File: src/rtl/fifo_ptr_ctrl.sv
// FIFO pointer/flag controller: registered read/write addresses, occupancy and status flags.
// Optional sticky overflow/underflow flags are built only when FIFO_PTR_ERR_FLAG_EN is defined.
module fifo_ptr_ctrl #(
  parameter int ADDR_W    = 8,
  parameter int AF_THRESH = 240
) (
  input  logic              clk,
  input  logic              rst_n,
  input  logic              wr_en,
  input  logic              rd_en,
  input  logic              err_clr,
  output logic [ADDR_W-1:0] WP,
  output logic [ADDR_W-1:0] RP,
  output logic              wr_accept,
  output logic              rd_accept,
  output logic              full,
  output logic              empty,
  output logic              almost_full,
  output logic [ADDR_W:0]   count,
  output logic              ovf_err,
  output logic              udf_err
);

  localparam logic [ADDR_W:0] AF_LVL = (ADDR_W+1)'(AF_THRESH);
  localparam logic [ADDR_W:0] ONE    = (ADDR_W+1)'(1);

  logic [ADDR_W:0] wr_ptr, rd_ptr;
  logic [ADDR_W:0] wr_ptr_nxt, rd_ptr_nxt, count_nxt;
  logic            full_nxt, empty_nxt, almost_full_nxt;

  assign wr_accept = wr_en & ~full;
  assign rd_accept = rd_en & ~empty;

  assign WP = wr_ptr[ADDR_W-1:0];
  assign RP = rd_ptr[ADDR_W-1:0];

  // Flags are derived from the next pointer/count values so they land on the same edge as count.
  always_comb begin
    wr_ptr_nxt = wr_ptr;
    rd_ptr_nxt = rd_ptr;
    count_nxt  = count;
    if (wr_accept) wr_ptr_nxt = wr_ptr + ONE;
    if (rd_accept) rd_ptr_nxt = rd_ptr + ONE;
    case ({wr_accept, rd_accept})
      2'b10:   count_nxt = count + ONE;
      2'b01:   count_nxt = count - ONE;
      default: count_nxt = count;
    endcase
    full_nxt  = (wr_ptr_nxt[ADDR_W-1:0] == rd_ptr_nxt[ADDR_W-1:0]) &&
                (wr_ptr_nxt[ADDR_W] != rd_ptr_nxt[ADDR_W]);
    empty_nxt = (wr_ptr_nxt == rd_ptr_nxt);
    almost_full_nxt = (count_nxt >= AF_LVL);
  end

  always_ff @(posedge clk or negedge rst_n) begin
    if (!rst_n) begin
      wr_ptr      <= '0;
      rd_ptr      <= '0;
      count       <= '0;
      full        <= 1'b0;
      empty       <= 1'b1;
      almost_full <= 1'b0;
    end else begin
      wr_ptr      <= wr_ptr_nxt;
      rd_ptr      <= rd_ptr_nxt;
      count       <= count_nxt;
      full        <= full_nxt;
      empty       <= empty_nxt;
      almost_full <= almost_full_nxt;
    end
  end

`ifdef FIFO_PTR_ERR_FLAG_EN
  // Setting wins over a clear sampled in the same cycle so no error event is lost.
  always_ff @(posedge clk or negedge rst_n) begin
    if (!rst_n) begin
      ovf_err <= 1'b0;
      udf_err <= 1'b0;
    end else begin
      if (wr_en && full)  ovf_err <= 1'b1;
      else if (err_clr)   ovf_err <= 1'b0;
      if (rd_en && empty) udf_err <= 1'b1;
      else if (err_clr)   udf_err <= 1'b0;
    end
  end
`else
  logic unused_err_clr;
  assign unused_err_clr = err_clr;
  assign ovf_err = 1'b0;
  assign udf_err = 1'b0;
`endif

endmodule

File: config.mk
export PLATFORM = sky130hd
export DESIGN_NAME = fifo_ptr_ctrl
export DESIGN_NICKNAME = d
export VERILOG_FILES = /design/src/rtl/fifo_ptr_ctrl.sv
export SDC_FILE = /design/constraint.sdc
export NUM_CORES = 1
export LEC_CHECK = 0
export ABC_AREA = 1
export CORE_MARGIN = 3
export CORE_UTILIZATION = 48
export DETAILED_ROUTE_END_ITERATION = 6
export GPL_TIMING_DRIVEN = 0
export PLACE_DENSITY = 0.76
export RECOVER_POWER = 50
export SETUP_SLACK_MARGIN = 0.3
export SYNTH_ARGS = -nofsm -noshare
export SYNTH_HDL_FRONTEND = slang
export SYNTH_SLANG_ARGS = --single-unit
File: constraint.sdc
create_clock -name clk -period 2 [get_ports clk]
set_input_delay 0.3 -clock clk [delete_from_list [all_inputs] [get_ports clk]]
set_output_delay 0.3 -clock clk [all_outputs]
set_load 0.02 [all_outputs]
---- Word-level counts from Yosys, hierarchy flattened ----
Cells that the tools add are included.
word-level totals
  bits in registers ....................... 30
  input bits .............................. 5
  word-level logic and storage cells ...... 24
cells by class
  $add $sub $neg .......................... 4
  order comparisons ....................... 1
  eq/ne operators ......................... 5
  mux-type cells .......................... 3
  bitwise operators ....................... 4
  reductions and logical operators ........ 1
operators by type and width
  cell                 count
  $add 9x1->9 const B  3
  $mux 9               2
  $pmux 9 s2           1
  $eq 9x9->1           1
  $ge 9x8->1 const B   1
  $sub 9x1->9 const B  1
  $eq 8x8->1           1
  $and 1x1->1          2
  $eq 2x1->1 const B   1
  $eq 2x2->1 const B   1
  $not 1->1            2
  $logic_and 1x1->1    1
  $ne 1x1->1           1

---- Depth between registers and ports, before layout ----
  word-level depth ........................ 5
  depth in mapped cells ................... 20

---- Worst setup path after synthesis ----
No wires, ideal clock.
  kind .................................... register -> register
  start ................................... register full
  end ..................................... register almost_full
  library setup time ...................... 0.066 ns
  data arrival time ....................... 2.150 ns
  data required time ...................... 1.934 ns
  setup slack ............................. -0.216 ns
  stages on the path, launching flop included .. 19
  buffers on the path ..................... 2
  clock period less this slack ............ 2.216 ns
  cell sequence ........................... dfrtp_1 > inv_1 > nand2_4 > buf_2 > ha_1 > clkbuf_1 > nand2_1 > nand3b_1 > nand2_1 > nand3_1 > nand2_1 > clkinv_1 > nand2_1 > nand2_1 > nand3_1 > nand2_1 > nor2_1 > nand2_1 > nand2_1
on the way
  cells in the longest elaborated chain, start to end .. 5
ends and longest elaborated chain
  element                                   line  text
  start: declaration                        16    output logic full,
  start signal: assignment                  67    full <= full_nxt;
  $not 1->1 *                               31    assign wr_accept = wr_en & ~full;
  $and 1x1->1 *                             31
  $eq 2x1->1 or $eq 2x2->1 (tied branches)  44    case ({wr_accept, rd_accept})
  $pmux 9 s2 *                              44
  $ge 9x8->1 *                              52    almost_full_nxt = (count_nxt >= AF_LVL);
  via almost_full_nxt                       29    logic full_nxt, empty_nxt, almost_full_nxt;
  end signal: assignment                    69    almost_full <= almost_full_nxt;
  end: declaration                          18    output logic almost_full,
Mark *: on every way through the listed nets, which the timed path passes. The rest lies on a longest branch.

---- Worst setup path in the final report ----
  start ................................... register empty
  end ..................................... register count[3]
on the way
  cells in the longest elaborated chain, start to end .. 4
ends and longest elaborated chain
  element                                   line  text
  start: declaration                        17    output logic empty,
  start signal: assignment                  68    empty <= empty_nxt;
  $not 1->1 *                               32    assign rd_accept = rd_en & ~empty;
  $and 1x1->1 *                             32
  $eq 2x1->1 or $eq 2x2->1 (tied branches)  44
  $pmux 9 s2 *                              44
  via count_nxt[3]                          28    logic [ADDR_W:0] wr_ptr_nxt, rd_ptr_nxt, count_nxt;
  end signal: assignment                    66    count <= count_nxt;
  end: declaration                          19    output logic [ADDR_W:0] count,
Marked as above.

==> out/results.ini <==
[logic_synthesis]
synth_top_family_by_area = simple AND/OR/NAND/NOR gates
synthMuxAreaShare_pct = 0
synth-edff-count = 0
synth_fa_ha_area_share_pct = 2.34
avgSynthCellArea_um2 = 7.66
synth_area_um2 = 2140
ys_ff_latch = 30
yosysUniqueCellTypes = 38
synth_ff_type = dfrtp_1
synth.area.top_cells = dfrtp_1 34%, nand2_1 14%, buf_4 6.3%, xor2_1 6.2%, inv_1 6.0%
synth-async-reset-ratio_pct = 100
synth-xor-area-share_pct = 12.1
yosysSeqAreaShare_pct = 35.2
synth_common_cells = 80 x nand2_1, 34 x inv_1, 29 x dfrtp_1
yosysTopAreaCellShare_pct = 34.0
yosys.area_share.simple_pct = 31.9
synth_compound_area_share_pct = 3.40
yosysTopAreaCell = dfrtp_1
synth_most_common_cell = nand2_1
synth_warnings = 0
syn_inst = 279

[clocking]
clk_path_buf_depth = 2
cts_tree = yes
clk_pin_slew_worst_paths_ps = 70
cts_buffers = 5
insertion_delay_ps = 280
cts_sinks = 30
root_buffer = clkbuf_8
hold_buffers = 0
htreeDepth = 2

[power_and_ir_drop]
leakage_uw = 0.00172
p_clk_share_pct = 13.9
p_comb_share_pct = 60.7
p_seq_share_pct = 25.4
switching_share_pct = 44.9
p_sw_uw = 2040
p_per_area_nw_per_um2 = 1470
internal-power_uw = 2500
finalPower_uw = 4540
vdd_drop_max_mv = 0.679

[die]
core_area_um2 = 4140
dieArea_um2 = 5290
placementRows = 23
start_util_pct = 51.5
die_w_um = 72.7
die_h_um = 72.7
ios = 37

[sta]
final.setup.tns_ps = -252
tightest_slew_ps = 1640
hold_ws_ps = 427
finalSetupViolCount = 7
rsz0062_at_grt = true
timing.fmax_mhz = 480
relSlewSlack_pct = -9.36
clock_skew_ps = 7.51
setup_slack_ps = -81.8
fin_crit_ps = 2080
hold_violations = 0
finalMaxSlewViolations = 31
fin_crit_sh_pct = 104

[grt]
grtUsageTotal_pct = 21.9
grt_max_degree = 31
overflow = 0
grt_pass1_wl_um = 8890
grt_pass1_vias = 1942
antenna_found_initial = 0

[routing]
ant_nets = 0
drc = 0
drt_pre_antenna_iters = 4
via_count = 2059
routed_via_density = 5.19
wl_per_cell_um = 14.9
drt_wl_total_um = 5920
drt_iter0_drc = 168

[layout]
fillers = 301
final_util_pct = 74.8
fin_nets = 356
drive_gt1_share_pct = 36.0
area_growth_pct = 45.1
diodes = 0

[setup_path]
required_ps = 2170
cp-start-kind = flip-flop
cpPeakStageDelay_ps = 610
critical_path_class = flip-flop to flip-flop
worst_ep_arrival_time_ps = 2250
crit_path_max_fanout = 4
path_cells = buf_6 -> nor2_4 -> ha_4 -> buf_8 -> nand2_4 -> nand3b_1 -> nand2_2 -> inv_2 -> nand2_4 -> buf_6 -> buf_6 -> xor2_1 -> o21ai_1
crit_slowest_cell = dfstp_2
crit_top_cell = buf_6
cp_top_family = flip-flops
end_kind = flip-flop
path_buf_inv = 5

[min_path]
hp-class = input pin to async pin

[place]
hpwlAfterDp_um = 3450
place.port_buffers = 33
place_congestion = 0.913

[job]
cap_violations = 1

[status]
violations = capacitance limit, slew limit, setup timing
outcome = complete, but fails checks

state kept, by name, summed over array words and instances, names as in the netlist:
name and cells:
wr_ptr 9, full 1, rd_ptr 9, empty 1, almost_full 1, count 9
cells in the final DEF (no fill, tap or decap), drive strengths merged:
cell,instances
o21ai,5
clkbuf,7
buf,53
nor2,22
o22ai,1
nor3,3
xnor2,11
o211ai,1
a21o,1
inv,37
clkdlybuf4s50,8
xor2,16
conb,2
o21bai,1
nand3,25
clkinv,1
dlygate4sd2,11
clkdlybuf4s15,1
or2,2
nand4,4
dlymetal6s2s,10
bufinv,1
nand3b,3
ha,4
a21boi,2
nand2,85
dfrtp,29
dfstp,1
per-layer routing:
layer	global-route usage, %	share of wire (%)	up-vias
met5	0	0	-
met1	27.6	41	983
met2	36.2	50	88
li1	-	-	971
met4	8.61	2.8	0
met3	5.37	6.2	17
final timing paths:
path | end | from | slack [ps] | depth (start not counted)
worst max-delay path | count[3]$_DFF_PN0_ | empty$_DFF_PN1_ | -80 | 13
max in group asynchronous | full$_DFF_PN0_ | rst_n | 490 | 1
worst min register to register | wr_ptr[8]$_DFF_PN0_ | wr_ptr[8]$_DFF_PN0_ | 490 | 1
worst max register to register | count[3]$_DFF_PN0_ | empty$_DFF_PN1_ | -80 | 13
worst min-delay path | count[8]$_DFF_PN0_ | rst_n | 430 | 1
min in group clk | wr_ptr[8]$_DFF_PN0_ | wr_ptr[8]$_DFF_PN0_ | 490 | 1
layout make-up:
class | count | area (um2) | area share [%]
sequential | 30 | 756 | 24.4
inverter | 38 | 146 | 4.72
timing repair buffer | 60 | 561 | 18.1
tap | 50 | 62.6 | 2.02
clock buffer | 6 | 82.6 | 2.66
buffer | 24 | 214 | 6.90
multi-input combinational | 188 | 1250 | 40.3
clock inverter | 1 | 30.0 | 0.969
logic make-up after synthesis:
group                    Yosys count
other                              1
buffers and inverters             62
AO/OA/AOI/OAI                     11
flip-flops                        30
adder cells (fa/ha/maj)            4
AND/OR/NAND/NOR                  144
XOR/XNOR                          27
power groups by stage:
stage / Sequential, uW / Combinational, uW / Clock [uW]
global route: 1200 / 2990 / 664
detailed placement: 1140 / 2270 / 0
CTS: 1140 / 2420 / 634
finish: 1150 / 2760 / 629
global placement: 1130 / 2230 / 0
floorplan: 1210 / 1460 / 0
stage by stage:
step	instances	worst slack, ps	cell area [um2]
after global placement	363	-598	2570
after global routing	397	-210	3100
after CTS	387	-19.4	2870
after detailed placement	363	-585	2570
after floorplan	280	-8.69	2170
final	397	-81.8	3100
what timing repair did:
item	4_1_cts	5_1_grt
pin swaps	14	21
buffers inserted	17	10
resized for setup	39	58
endpoints found under the setup margin	24	23
No activity file was read; power rests on OpenSTA's default activity.
